$ cat config.mk
export PLATFORM = sky130hd
export DESIGN_NAME = csa_accum_ctrl_flat
export DESIGN_NICKNAME = d
export VERILOG_FILES = /design/src/rtl/csa_accum_if.sv /design/src/rtl/csa_accum_ctrl.sv /design/src/flat_wrapper.sv
export SDC_FILE = /design/constraint.sdc
export NUM_CORES = 1
export LEC_CHECK = 0
export CAP_MARGIN = 20
export CORE_MARGIN = 1.5
export CORE_UTILIZATION = 50
export CTS_BUF_LIST = sky130_fd_sc_hd__clkbuf_4
export DETAILED_ROUTE_END_ITERATION = 8
export MAX_ROUTING_LAYER = met4
export PLACE_DENSITY = 0.74
export SETUP_SLACK_MARGIN = 0.1
export SLEW_MARGIN = 20
export SYNTH_ARGS = -nofsm -noshare
export SYNTH_HDL_FRONTEND = slang
export SYNTH_SLANG_ARGS = --single-unit
$ cat constraint.sdc
create_clock -name clk -period 2.35 [get_ports clk]
set_input_delay 0.235 -clock clk [delete_from_list [all_inputs] [get_ports clk]]
set_output_delay 0.235 -clock clk [all_outputs]
set_load 0.02 [all_outputs]
$ cat src/rtl/csa_accum_if.sv
// Operand/result handshake bundle for csa_accum_ctrl. The out_cnt signal
// exists only when CSA_CNT_EN is defined.
interface csa_accum_if #(
  parameter int unsigned WIDTH = 4,
  parameter int unsigned ACC_W = 8,
  parameter int unsigned CNT_W = 8
);
  logic             in_valid;
  logic             in_ready;
  logic [WIDTH-1:0] in_data;
  logic             in_last;
  logic             out_valid;
  logic             out_ready;
  logic [ACC_W-1:0] out_data;
`ifdef CSA_CNT_EN
  logic [CNT_W-1:0] out_cnt;

  modport master (
    output in_valid, in_data, in_last, out_ready,
    input  in_ready, out_valid, out_data, out_cnt
  );
  modport slave (
    input  in_valid, in_data, in_last, out_ready,
    output in_ready, out_valid, out_data, out_cnt
  );
`else
  modport master (
    output in_valid, in_data, in_last, out_ready,
    input  in_ready, out_valid, out_data
  );
  modport slave (
    input  in_valid, in_data, in_last, out_ready,
    output in_ready, out_valid, out_data
  );
`endif
endinterface

$ cat src/rtl/csa_accum_ctrl.sv
// Carry-save stream accumulator: one 3:2 row per operand, iterative carry resolve on the last.
// Optional operand counter enabled by defining CSA_CNT_EN.
module csa_accum_ctrl #(
  parameter int unsigned WIDTH = 4,
  parameter int unsigned ACC_W = 8,
  parameter int unsigned CNT_W = 8
) (
  input logic         clk,
  input logic         rst,
  csa_accum_if.slave  bus
);

  typedef enum logic [1:0] {StIdle, StAccum, StResolve, StDone} state_e;

  state_e           state_q, state_d;
  logic [ACC_W-1:0] s_q, s_d;
  logic [ACC_W-1:0] c_q, c_d;
  logic [ACC_W-1:0] out_data_q, out_data_d;
  logic             out_valid_q, out_valid_d;
  logic [ACC_W-1:0] x;
  logic             accept;

  assign x            = ACC_W'(bus.in_data);
  assign bus.in_ready = (state_q == StIdle) || (state_q == StAccum);
  assign accept       = bus.in_valid & bus.in_ready;
  assign bus.out_valid = out_valid_q;
  assign bus.out_data  = out_data_q;

  always_comb begin
    state_d     = state_q;
    s_d         = s_q;
    c_d         = c_q;
    out_data_d  = out_data_q;
    out_valid_d = out_valid_q;
    unique case (state_q)
      StIdle: begin
        if (accept) begin
          s_d     = x;
          c_d     = '0;
          state_d = bus.in_last ? StResolve : StAccum;
        end
      end
      StAccum: begin
        if (accept) begin
          s_d     = s_q ^ c_q ^ x;
          c_d     = ((s_q & c_q) | (s_q & x) | (c_q & x)) << 1;
          state_d = bus.in_last ? StResolve : StAccum;
        end
      end
      StResolve: begin
        // Result is ready once no carries remain; latch it so it survives the next group.
        if (c_q == '0) begin
          state_d     = StDone;
          out_data_d  = s_q;
          out_valid_d = 1'b1;
        end else begin
          s_d = s_q ^ c_q;
          c_d = (s_q & c_q) << 1;
        end
      end
      StDone: begin
        if (bus.out_ready) begin
          state_d     = StIdle;
          out_valid_d = 1'b0;
        end
      end
      default: state_d = StIdle;
    endcase
  end

  always_ff @(posedge clk or posedge rst) begin
    if (rst) begin
      state_q     <= StIdle;
      s_q         <= '0;
      c_q         <= '0;
      out_data_q  <= '0;
      out_valid_q <= 1'b0;
    end else begin
      state_q     <= state_d;
      s_q         <= s_d;
      c_q         <= c_d;
      out_data_q  <= out_data_d;
      out_valid_q <= out_valid_d;
    end
  end

`ifdef CSA_CNT_EN
  logic [CNT_W-1:0] cnt_q, cnt_d;
  logic [CNT_W-1:0] out_cnt_q, out_cnt_d;

  assign bus.out_cnt = out_cnt_q;

  always_comb begin
    cnt_d     = cnt_q;
    out_cnt_d = out_cnt_q;
    if (accept && state_q == StIdle) begin
      cnt_d = CNT_W'(1);
    end else if (accept && state_q == StAccum && cnt_q != '1) begin
      cnt_d = cnt_q + CNT_W'(1);
    end
    if (state_q == StResolve && c_q == '0) begin
      out_cnt_d = cnt_q;
    end
  end

  always_ff @(posedge clk or posedge rst) begin
    if (rst) begin
      cnt_q     <= '0;
      out_cnt_q <= '0;
    end else begin
      cnt_q     <= cnt_d;
      out_cnt_q <= out_cnt_d;
    end
  end
`endif

endmodule

$ cat src/flat_wrapper.sv
// flat-port wrapper written by rule: the top's interface ports become plain ports
module csa_accum_ctrl_flat 
#(
  parameter int unsigned WIDTH = 4,
  parameter int unsigned ACC_W = 8,
  parameter int unsigned CNT_W = 8
)
  (clk, rst, bus_in_valid, bus_in_data, bus_in_last, bus_out_ready, bus_in_ready, bus_out_valid, bus_out_data);
  csa_accum_if #(.WIDTH(WIDTH), .ACC_W(ACC_W), .CNT_W(CNT_W)) bus_i ();
  input logic clk;
  input logic rst;
  input wire logic [$bits(bus_i.in_valid)-1:0] bus_in_valid;
  input wire logic [$bits(bus_i.in_data)-1:0] bus_in_data;
  input wire logic [$bits(bus_i.in_last)-1:0] bus_in_last;
  input wire logic [$bits(bus_i.out_ready)-1:0] bus_out_ready;
  output wire logic [$bits(bus_i.in_ready)-1:0] bus_in_ready;
  output wire logic [$bits(bus_i.out_valid)-1:0] bus_out_valid;
  output wire logic [$bits(bus_i.out_data)-1:0] bus_out_data;
  assign bus_i.in_valid = bus_in_valid;
  assign bus_i.in_data = bus_in_data;
  assign bus_i.in_last = bus_in_last;
  assign bus_i.out_ready = bus_out_ready;
  assign bus_in_ready = bus_i.in_ready;
  assign bus_out_valid = bus_i.out_valid;
  assign bus_out_data = bus_i.out_data;
  csa_accum_ctrl #(.WIDTH(WIDTH), .ACC_W(ACC_W), .CNT_W(CNT_W)) u_core (.clk(clk), .rst(rst), .bus(bus_i));
endmodule
==> results of run 1 <==
worst min-delay path by stage:
stage / slack, ns / to / startpoint
3_3_place_gp: 0.49 / u_core.bus.out_data[0] / u_core.bus.out_data[0]
4_1_cts: 0.26 / u_core.s_q[5] / rst
3_5_place_dp: 0.49 / u_core.bus.out_data[6] / u_core.bus.out_data[6]
5_1_grt: 0.26 / u_core.bus.out_data[4] / rst
2_1_floorplan: 0.28 / u_core.bus.out_data[0] / rst
6_report: 0.25 / u_core.bus.out_data[4] / rst
per-layer routing:
metal | vias to the layer above | wire, µm | track usage [%]
met5 | - | 0 | -
met4 | 0 | 18 | 5.44
met3 | 2 | 96 | 3.23
met2 | 21 | 1300 | 31.3
met1 | 507 | 1320 | 24.7
li1 | 517 | - | -
logic make-up after synthesis:
group / count (synthesis) / synth area share (%)
adders and majority gates: 14 / 13.9
buffers and inverters: 8 / 2.29
AOI/OAI and AO/OA: 37 / 17.2
and+or+nand+nor: 36 / 13.1
muxes: 10 / 7.83
DFF: 26 / 45.7
layout make-up:
| cell class | count | share of cell area [%] |
|---|---|---|
| Tap cell | 31 | 2.26 |
| Timing Repair Buffer | 21 | 11.8 |
| Clock inverter | 1 | 1.75 |
| Inverter | 4 | 0.876 |
| Clock buffer | 3 | 1.31 |
| Sequential cell | 26 | 38.1 |
| Multi-Input combinational cell | 97 | 43.9 |
sequential cells by signal (all words and copies together) (netlist names):
| register | cells |
|---|---|
| u_core.c_q | 7 |
| u_core.bus.out_data | 8 |
| u_core.state_q | 2 |
| u_core.bus.out_valid | 1 |
| u_core.s_q | 8 |
worst min-delay path: stages:
cell             delay [ns]
clkdlybuf4s50_1        0.40
inv_1                  0.05
buf_4                  0.31
where the power goes:
group	switching [mW]	internal (mW)	leakage (nW)
logic	0.655	0.515	0.412
clock network	0.136	0.172	0.0279
registers	0.121	0.567	0.342
layout by cell type (no fill, tap or decap), types with 2 or more instances in the layout:
master           instances
nor2b_1                  2
o21ai_0                 21
clkdlybuf4s50_1         18
a22oi_1                  3
inv_1                    4
dfrtp_1                 24
a32oi_1                  3
mux2_2                   9
fa_1                     3
dfrtp_2                  2
o41a_1                   2
buf_4                    3
ha_1                    10
nand2_1                 25
clkbuf_4                 3
through the flow:
step | util (%) | cell area, µm² | hold slack (ns) | power, mW
2_1_floorplan | - | 1420 | 0.275 | 1.50
3_3_place_gp | 60.2 | 1650 | 0.487 | 1.79
3_5_place_dp | 60.2 | 1650 | 0.494 | 1.84
4_1_cts | 62.3 | 1700 | 0.256 | 2.16
5_1_grt | 62.7 | 1710 | 0.258 | 2.33
6_report | 62.7 | 1710 | 0.251 | 2.17
==> results.md, run 1 <==
- Worst flop-to-flop path startpoint: u_core.c_q[1]
- Setup violations, final: 0
- Worst skew pair latency: 0.32 ns
- Yosys top cell by area: dfrtp_1
- Fin nets: between 150 and 200
- Worst reg2reg path endpoint: u_core.state_q[0]
- Worst Setup SP: u_core.state_q[1]
- Row cnt: 19
- YS warnings: 0
- Post-route ant nets: 0
- Initial DRC count: 21
- Syn Area/Cell: 10.9 µm²
- Largest cells by area after synthesis: dfrtp_1, ha_1, o21ai_0
- Startpoint Class: register
- Yosys cell types: 31
- N_diodes: 0
- Share of cells above drive strength 1: 16.4%
- Clock sinks: 26
- Final period utilization: 92.2%
- IO buf count: 18
- Clock skew: 0.00810 ns
- Slowest cell delay on critical path: 0.54 ns
- Final HPWL from detailed placement: 1920 µm
- Worst vdd ir: 1.16 mV
- Clk buf depth: 2
- Number of global-route vias before repair: 1,042
- H-Tree Depth: 1
- Starting density of the core: roughly 52%
- Slew @ Worst Pin: 0.356 ns
- Root buffer cell: clkbuf_4
- Post-synth top area share: 45.7%
- Syn Nets: 154
- Pwr dens: 1260 nW/µm²
- RSZ-0062 raised after global routing: no
- Crit path DAT: 1.93 ns
- Remaining routing DRC violations: 0
- Worst Hold Class: primary input to async pin
- Worst setup path class: register to output port
- Most common cell in the netlist: dfrtp_1
- Number of synthesized flops with an enable pin: 0
- Die W: 56.3 µm
- Post-Synthesis Cell Area: 1420 µm²
- Initial antenna violation count: 0
- Reg clk slew, reported paths: 0.15 ns
- Hold_buf cts: 0
- Top delay family on crit path: buffers and inverters
- Fin crit period: 2.17 ns
- Max-slew headroom: about three quarters
- Area Growth Syn to Fin: 20.5%
- Non-Filler Instances: 183
- Cts bufs inserted: 3
- Multi-input logic area: ~750 µm²
- Post-cts resize count: 2
- R2R depth: 3
- Die Ht: about 56 µm
- Placed instance count: around 180
- Sequential Area: between 600 and 700 µm²
- Largest net degree at the start of global routing: 29
- Fin. max-slew vios: 0
- DRT Pass-1 Iters: 6
- Critical Path Stages: 4
- Setup TNS: 0 ns
- R2R Setup Slk: 0.42 ns
- Yosys reg bits: 26
- Via count: 1,047
- Max Cap Viol: 0
- Commonest cells in the netlist: dfrtp_1, nand2_1, o21ai_0, ha_1, mux2_2
- Routed length per instance: 14.9 µm
- Prevailing post-synth register cell: dfrtp_1
- Top Ports: 19
- Post-Syn Instances: 131
- First-pass GRT wire length: 4620 µm
- CP required: 2.12 ns
- Postcts setup bufs: 0
- Worst slack, placed: 0.399 ns
- Critical path cell sequence: inv_1, ha_4, or2_2, clkdlybuf4s50_1
- Drt total wl: between 2000 and 3000 µm
- Placer congestion estimate: just over 0.8
- Core box area: 2730 µm²
- Final setup margin: 0.183 ns
- Final Hold Vio Count: 0
- Tot GR Track Use: 19.1%
- Fill cells: 232
- CP max-delay cell: clkdlybuf4s50_1
- Die area: 3170 µm²
- Crit Path Max Fanout: 7
- Outcome: finished, final reports clean
- Setup crit end kind: output port
- Via-per-instance ratio: between 5 and 6
- Synth async-reset ratio: 100%
- GRT overflow: 0
- Max Clock Freq: ~460 MHz
- Leak: 0.782 nW
- Post-synthesis sequential area ratio: 45.7%
- WP buf/inv: 2
- CTS tree: done
- CP endpoint: bus_in_ready
Power figures use the tool's default switching activity.
==> run 2, diff against run 1 <==
- SETUP_SLACK_MARGIN: 0.1 -> 0.4
==> results.md, run 2 (same netlist as run 1, synthesis figures left out) <==
- Leak: 0.804 nW (+2.8%)
- Placed instance count: 179 (unchanged)
- Die W: 56.3 µm (unchanged)
- R2R Setup Slk: 0.38 ns (-0.04 ns)
- Pwr dens: 1270 nW/µm² (+0.45%)
- Max Cap Viol: 0 (unchanged)
- Largest net degree at the start of global routing: 29 (unchanged)
- Via count: 1,078 (+3.0%)
- Setup violations, final: 0 (unchanged)
- Clock skew: 0.00723 ns (-0.000870 ns)
- R2R depth: 3 (unchanged)
- Outcome: finished, final reports clean
- N_diodes: 0 (unchanged)
- CTS tree: done
- Max-slew headroom: 75.8% (-0.43 points)
- Slew @ Worst Pin: 0.363 ns (+0.00651 ns)
- DRT Pass-1 Iters: 6 (unchanged)
- Final period utilization: 83.7% (-8.5 points)
- Startpoint Class: register
- Fin. max-slew vios: 0 (unchanged)
- Core box area: 2730 µm² (unchanged)
- IO buf count: 18 (unchanged)
- Fin nets: 180 (+2.3%)
- H-Tree Depth: 1 (unchanged)
- Clock sinks: 26 (unchanged)
- Starting density of the core: 52.0% (unchanged)
- Worst reg2reg path endpoint: u_core.state_q[0]
- Share of cells above drive strength 1: 19.9% (+3.4 points)
- Final Hold Vio Count: 0 (unchanged)
- Worst setup path class: register to register
- Initial antenna violation count: 0 (unchanged)
- Final HPWL from detailed placement: 1920 µm (unchanged)
- Hold_buf cts: 0 (unchanged)
- Clk buf depth: 2 (unchanged)
- Crit Path Max Fanout: 4 (-3)
- Reg clk slew, reported paths: 0.15 ns (about the same)
- Worst slack, placed: 0.399 ns (unchanged)
- Max Clock Freq: 508 MHz (+10%)
- Post-route ant nets: 0 (unchanged)
- CP required: 2.58 ns (+0.46 ns)
- Fin crit period: 1.97 ns (-0.200 ns)
- Placer congestion estimate: 0.819 (unchanged)
- Worst flop-to-flop path startpoint: u_core.c_q[1]
- Die Ht: 56.3 µm (unchanged)
- Drt total wl: 2870 µm (+5.1%)
- Most common cell after layout, fill and taps aside: nand2_1
- Top Ports: 19 (unchanged)
- Setup crit end kind: register
- Initial DRC count: 29 (+38%)
- Area Growth Syn to Fin: 22.5%
- Tot GR Track Use: 19.5% (+0.40 points)
- Final core occ: 63.8% (+1.1 points)
- Root buffer cell: clkbuf_4
- Worst vdd ir: 1.22 mV (+5.0%)
- Number of global-route vias before repair: 1,069 (+2.6%)
- Worst Hold Class: primary input to async pin
- Cts bufs inserted: 3 (unchanged)
- GRT overflow: 0 (unchanged)
- Setup TNS: 0 ns (unchanged)
- Die area: 3170 µm² (unchanged)
- Power consumption: 2.21 mW (+2.1%)
- Remaining routing DRC violations: 0 (unchanged)
- Routed length per instance: 15.4 µm (+2.8%)
- Final setup margin: 0.383 ns (+0.200 ns)
- RSZ-0062 raised after global routing: yes
- Worst skew pair latency: 0.32 ns (about the same)
- Crit path DAT: 2.19 ns (+0.26 ns)
- Via-per-instance ratio: 5.76 (+0.76%)
- Commonest cells after routing, fill and taps aside: nand2_1, dfrtp_1, o21ai_0
- Non-Filler Instances: 187 (+2.2%)
- First-pass GRT wire length: 4710 µm (+2.1%)
- Row cnt: 19 (unchanged)
[run 2: changes by cell type in the layout (fill, tap and decap cells not counted), sizes merged]
cell	previous run	this run
dlygate4sd2	0	1
clkdlybuf4s50	18	17
buf	3	7
[run 2: worst max-delay path by stage]
stage | startpoint | to | slack (ns)
2_1_floorplan | u_core.c_q[1] | u_core.bus.out_valid | 0.51
3_3_place_gp | u_core.state_q[1] | bus_in_ready | 0.45
3_5_place_dp | u_core.state_q[1] | bus_in_ready | 0.40
4_1_cts | u_core.state_q[0] | bus_in_ready | 0.42
5_1_grt | u_core.c_q[3] | u_core.state_q[0] | 0.35
6_report | u_core.c_q[1] | u_core.state_q[0] | 0.38
[run 2: what timing repair did]
action | CTS | global route
setup buffers | 1 | 3
endpoints found under the hold margin | 0 | 0
endpoints found under the setup margin | 2 | 26
resized for setup | 4 | 3
gates cloned | 0 | 0
pin swaps | 0 | 3
[run 2: area by class of cell]
class / instances / area, µm²
Fill cell: 234 / 991
Multi-Input combinational cell: 97 / 747
Sequential cell: 26 / 654
Timing Repair Buffer: 25 / 235
Tap cell: 31 / 38.8
Clock inverter: 1 / 30.0
Clock buffer: 3 / 22.5
Inverter: 4 / 15.0
[run 2: where the power goes]
part / leakage, nW / total [mW] / internal, mW / switching, mW
clock: 0.0279 / 0.309 / 0.172 / 0.137
sequential: 0.340 / 0.673 / 0.567 / 0.106
combinational: 0.436 / 1.23 / 0.542 / 0.687
total: 0.804 / 2.21 / 1.28 / 0.930
[run 2: routing by layer]
| metal | GRT usage (%) | vias to the layer above | routed length [µm] |
|---|---|---|---|
| met1 | 25.0 | 528 | 1310 |
| met4 | 5.44 | 0 | 17 |
| met5 | - | - | 0 |
| met3 | 3.23 | 2 | 119 |
| met2 | 32.3 | 26 | 1420 |
| li1 | - | 522 | - |
[run 2: metrics by stage]
| stage | hold WS [ns] | instance area [µm²] |
|---|---|---|
| 2_1_floorplan | 0.275 | 1420 |
| 3_5_place_dp | 0.494 | 1650 |
| 4_1_cts | 0.256 | 1710 |
| 3_3_place_gp | 0.487 | 1650 |
| 5_1_grt | 0.258 | 1740 |
| 6_report | 0.245 | 1740 |
[run 2: critical path, stage by stage (launching register included)]
cell and delay [ns]:
dfrtp_2 0.46, or4_4 0.57, o41a_1 0.46, o32a_2 0.39
==> run 3, diff against run 2 <==
- clock period: 2.35 -> 1.89 ns (I/O delays scaled with it)
==> results.md, run 3 (same netlist as run 1, synthesis figures left out) <==
- Root buffer cell: clkbuf_4
- Internal power: 2.19 mW (+71%)
- R2R depth: 5 (+2)
- Die W: 56.3 µm (unchanged)
- Max Clock Freq: 528 MHz (+3.9%)
- Largest net degree at the start of global routing: 27 (-6.9%)
- Fin nets: 193 (+7.2%)
- Outcome: finished with violations
- Crit Path Max Fanout: 8 (+4)
- Final setup margin: -0.00302 ns (-0.386 ns)
- Post-route ant nets: 0 (unchanged)
- Worst Hold Class: primary input to async pin
- Leak: 1.07 nW (+33%)
- Remaining routing DRC violations: 0 (unchanged)
- Worst vdd ir: 1.35 mV (+10%)
- Worst setup path class: register to register
- Worst skew pair latency: 0.32 ns (about the same)
- Worst Setup SP: u_core.c_q[1]
- Sw Ratio: 42.3% (+0.29 points)
- Met1 GRT Util: 28.7% (+3.7 points)
- RSZ-0062 raised after global routing: yes
- Met2 GRT Util: 37.8% (+5.5 points)
- Fin. max-slew vios: 0 (unchanged)
- Die area: 3170 µm² (unchanged)
- CTS tree: done
- DRT Pass-1 Iters: 5 (-1)
- Placed instance count: 186 (+3.9%)
- Final period utilization: 100% (+16 points)
- Setup violations, final: 1 (+1)
- Slew @ Worst Pin: 0.404 ns (+0.0408 ns)
- Post-route cell area: 2080 µm² (+19%)
- Starting density of the core: 52.0% (unchanged)
- Worst reg2reg path endpoint: u_core.bus.out_data[7]
- N_diodes: 0 (unchanged)
- Fill cells: 182 (-22%)
- R2R Setup Slk: -0.003 ns (-0.39 ns)
- Share of cells above drive strength 1: 41.4% (+22 points)
- Cts bufs inserted: 3 (unchanged)
- Core box area: 2730 µm² (unchanged)
- IO buf count: 18 (unchanged)
- Final Hold Vio Count: 0 (unchanged)
- Initial antenna violation count: 0 (unchanged)
- Max-slew headroom: 73.0% (-2.8 points)
- M3 GR Usage: 2.53% (-0.69 points)
- Most common cell after layout, fill and taps aside: dfrtp_1
- Cell Area, Placed: 1710 µm² (+4.0%)
- Sequential power share: 21.5% (-8.9 points)
- Final HPWL from detailed placement: 2000 µm (+4.1%)
- Area Growth Syn to Fin: 45.9%
- Number of global-route vias before repair: 1,172 (+9.6%)
- First-pass GRT wire length: 5410 µm (+15%)
- Drt total wl: 3480 µm (+21%)
- Tot GR Track Use: 22.6% (+3.1 points)
- Routed length per instance: 17.4 µm (+13%)
- Switching Power: 1.61 mW (+73%)
- Setup TNS: -0.00302 ns (-0.00302 ns)
- CP endpoint: u_core.bus.out_data[7]
- Top Ports: 19 (unchanged)
- CP required: 2.11 ns (-0.47 ns)
- Placer congestion estimate: 0.835 (+2.1%)
- Pwr dens: 1830 nW/µm² (+44%)
- Clock skew: 0.000521 ns (-0.00671 ns)
- H-Tree Depth: 1 (unchanged)
- Fin crit period: 1.89 ns (-0.0740 ns)
- Clock sinks: 26 (unchanged)
- Via count: 1,151 (+6.8%)
- Row cnt: 19 (unchanged)
- Die Ht: 56.3 µm (unchanged)
- Clock share of power: 10.3% (-3.7 points)
- GRT overflow: 0 (unchanged)
- Reg clk slew, reported paths: 0.15 ns (about the same)
- Commonest cells after routing, fill and taps aside: dfrtp_1, buf_4, nand2_1
- Non-Filler Instances: 200 (+7.0%)
- Crit path DAT: 2.12 ns (-0.07 ns)
- Hold WS: 0.200 ns (-0.0452 ns)
- Startpoint Class: register
- Violated checks: setup timing
- Busiest grt layer: met2
- Via-per-instance ratio: 5.76 (-0.17%)
- Clk buf depth: 2 (unchanged)
- Setup crit end kind: register
- Worst flop-to-flop path startpoint: u_core.c_q[1]
- Combinational cell fraction of total power: 68.2% (+13 points)
- Hold_buf cts: 0 (unchanged)
- Initial DRC count: 28 (-3.4%)
- Max Cap Viol: 0 (unchanged)
[run 3: timing repair]
action	in CTS	in global routing
setup buffers	5	2
gates resized for setup	33	46
endpoints found under the setup margin	33	30
cloned	2	1
pin swaps	8	9
[run 3: per-layer routing]
metal  wire (µm)  part of all wire, %
met5           0                    0
met4          35                  1.0
met3         106                  3.0
met2        1800                   52
met1        1540                   44
[run 3: worst min path at each step]
stage                           start                      to  slack [ns]  cells past startpoint
2_1_floorplan                     rst  u_core.bus.out_data[0]        0.23                      1
3_3_place_gp   u_core.bus.out_data[4]  u_core.bus.out_data[4]        0.49                      1
3_5_place_dp   u_core.bus.out_data[6]  u_core.bus.out_data[6]        0.49                      1
4_1_cts                           rst           u_core.c_q[3]        0.20                      3
5_1_grt                           rst           u_core.s_q[5]        0.22                      3
6_report                          rst           u_core.s_q[5]        0.20                      3
[run 3: final cells by class]
type	instances	area, µm²	area share, %
Inverter	4	15.0	0.723
Timing Repair Buffer	38	409	19.7
Clock buffer	3	22.5	1.08
Multi-Input combinational cell	97	910	43.8
Sequential cell	26	651	31.3
Tap cell	31	38.8	1.87
Clock inverter	1	30.0	1.45
[run 3: power by group through the flow]
stage	combinational, mW	sequential (mW)	clock, mW
detailed placement	1.60	0.826	0
floorplan	1.01	0.888	0
global placement	1.55	0.818	0
global route	2.75	0.834	0.419
finish	2.59	0.817	0.390
CTS	2.16	0.802	0.394
[run 3: critical path, cell delays in order (launching register included)]
cell     delay (ns)
dfrtp_1        0.41
or4_4          0.60
nor4_4         0.20
buf_4          0.19
nand2_8        0.09
mux2_2         0.30
[run 3: metrics by stage]
step	total power, mW	utilization, %	setup WS, ns
after global routing	4.01	75.9	-0.0451
after floorplan	1.90	-	0.0504
after detailed placement	2.43	62.6	0.0298
final	3.80	75.9	-0.00302
after CTS	3.35	70.6	0.0159
after global placement	2.36	62.6	0.0719
==> variant: new RTL, config.mk and constraints of run 2 <==
`WIDTH` is set to 4 in 3 places; all go to 3.
--- a/src/rtl/csa_accum_if.sv
+++ b/src/rtl/csa_accum_if.sv
@@ -1,7 +1,7 @@
 // Operand/result handshake bundle for csa_accum_ctrl. The out_cnt signal
 // exists only when CSA_CNT_EN is defined.
 interface csa_accum_if #(
-  parameter int unsigned WIDTH = 4,
+  parameter int unsigned WIDTH = 3,
   parameter int unsigned ACC_W = 8,
   parameter int unsigned CNT_W = 8
 );
--- a/src/rtl/csa_accum_ctrl.sv
+++ b/src/rtl/csa_accum_ctrl.sv
@@ -1,7 +1,7 @@
 // Carry-save stream accumulator: one 3:2 row per operand, iterative carry resolve on the last.
 // Optional operand counter enabled by defining CSA_CNT_EN.
 module csa_accum_ctrl #(
-  parameter int unsigned WIDTH = 4,
+  parameter int unsigned WIDTH = 3,
   parameter int unsigned ACC_W = 8,
   parameter int unsigned CNT_W = 8
 ) (
--- a/src/flat_wrapper.sv
+++ b/src/flat_wrapper.sv
@@ -1,7 +1,7 @@
 // flat-port wrapper written by rule: the top's interface ports become plain ports
 module csa_accum_ctrl_flat 
 #(
-  parameter int unsigned WIDTH = 4,
+  parameter int unsigned WIDTH = 3,
   parameter int unsigned ACC_W = 8,
   parameter int unsigned CNT_W = 8
 )
Interface: changed (resized bus_in_data); port bits go from 19 to 18. No check against the original RTL was run, so the function may have changed too.
==> variant against run 2 <==
  * Worst setup slack improved by 0.029 ns
  * Design area increased by 4.6%
  * Routed wire length increased by 14%
  * Sequential cell count unchanged
  * Power increased by 10%
  * Combinational power increased by 20%
  * Area after synthesis increased by 0.53%
  * Count of clock-buffer cells in the layout unchanged
  * Critical path type unchanged
  * Critical endpoint is now u_core.s_q[7]$_DFFE_PP0P_
  * Highest routed layer unchanged
==> variant: results (changes against run 2) <==
| Metric | Value |
|---|---|
| Internal cell power | 1.46 mW (+14%) |
| First-pass GRT wire length | 5100 um (+8.2%) |
| Leakage | 0.846 nW (+5.3%) |
| Placed insts | 174 (-2.8%) |
| Placed cell areas | 1630 um2 (-1.1%) |
| Post-CTS setup buffer count | 4 (+3) |
| Final Cell Area | 1820 um2 (+4.6%) |
| Run status | finished, final reports clean |
| # port buffers | 17 (-1) |
| Hold slack final | 0.178 ns (-0.0676 ns) |
| NetSw | 0.975 mW (+4.9%) |
| R2R Path Start | u_core.state_q[0]$_DFFE_PP0P_ |
| Post-CTS Resized | 3 (-1) |
| Seq/total area | 0.358 (-0.0172) |
| Multi-input combinational cell area | 746 um2 (-0.17%) |
| Pre-CTS setup slack | 0.413 ns (+0.0142 ns) |
| Arrival time worst endpoint | 2.21 ns (+0.02 ns) |
| Clock skew | 0.0105 ns (+0.00329 ns) |
| Max VDD drop | 1.22 mV (about the same) |
| Initial DRC count | 72 (+150%) |
| Vias/cell | 5.69 (-1.3%) |
| Share of layout cells above drive strength 1 | 0.255 (+0.0561) |
| DR WL/cell | 17.4 um (+13%) |
| GRT Util Overall | 0.214 (+0.0188) |
| Routability congestion estimate | 0.768 (-6.2%) |
| Yosys cell types | 35 (+13%) |
| Yosys top cell area share | 0.455 (-0.00240) |
| Hpwl dp | 2040 um (+6.2%) |
| Clock buf/inv share | 0.0288 (-0.00132) |
| Signal buffers share of area | 0.174 (+0.0394) |
| Cell count after synthesis | 128 (-2.3%) |
| Net Count, Synth | 149 (-3.2%) |
| Synth area leaders | dfrtp_1 45%, ha_1 9.6%, mux2_2 7.9% |
## variant: changes by cell type in the layout (fill, tap and decap cells not counted), moves of 2 or more
cell,run 2,this run
buf_4,6,9
o41a_1,2,0
a21oi_1,1,3
clkbuf_16,0,2
o21ai_1,0,4
o21ai_0,21,13
## variant: worst max path at each step
stage / startpoint / to / slack (ns) / cells after the start
after floorplan: u_core.state_q[0]$_DFFE_PP0P_ / u_core.s_q[7]$_DFFE_PP0P_ / 0.41 / 7
after global routing: u_core.state_q[0]$_DFFE_PP0P_ / u_core.c_q[7]$_DFFE_PP0P_ / 0.36 / 7
after CTS: u_core.state_q[0]$_DFFE_PP0P_ / bus_in_ready / 0.37 / 3
after global placement: u_core.c_q[4]$_DFFE_PP0P_ / u_core.bus.out_valid$_DFFE_PP0P_ / 0.44 / 4
after detailed placement: u_core.c_q[4]$_DFFE_PP0P_ / u_core.bus.out_valid$_DFFE_PP0P_ / 0.41 / 4
final: u_core.state_q[0]$_DFFE_PP0P_ / u_core.s_q[7]$_DFFE_PP0P_ / 0.41 / 7
## variant: cell families (layout without fill, tap and decap cells)
logic type      count (synthesis)  in the layout  share of synthesized area
compound gates                 33             33                      0.165
fa+ha+maj                      13             13                      0.124
buf+inv                         9             38                     0.0341
mux                            11             11                     0.0857
flops                          26             26                      0.455
simple gates                   36             36                      0.136
## variant: worst max-delay path: stages, from the launching register on
cell,delay [ns]
dfrtp_2,0.47
inv_2,0.10
ha_4,0.13
or4b_4,0.47
o211ai_4,0.33
clkbuf_16,0.22
o21ai_0,0.07
o21ai_0,0.07
## variant: per-layer routing
metal,global-route usage,up-vias,routed length [um]
met1,0.265,539,1390
met5,-,-,0
li1,-,508,-
met3,0.0576,3,130
met2,0.354,20,1720
met4,0.0442,0,17
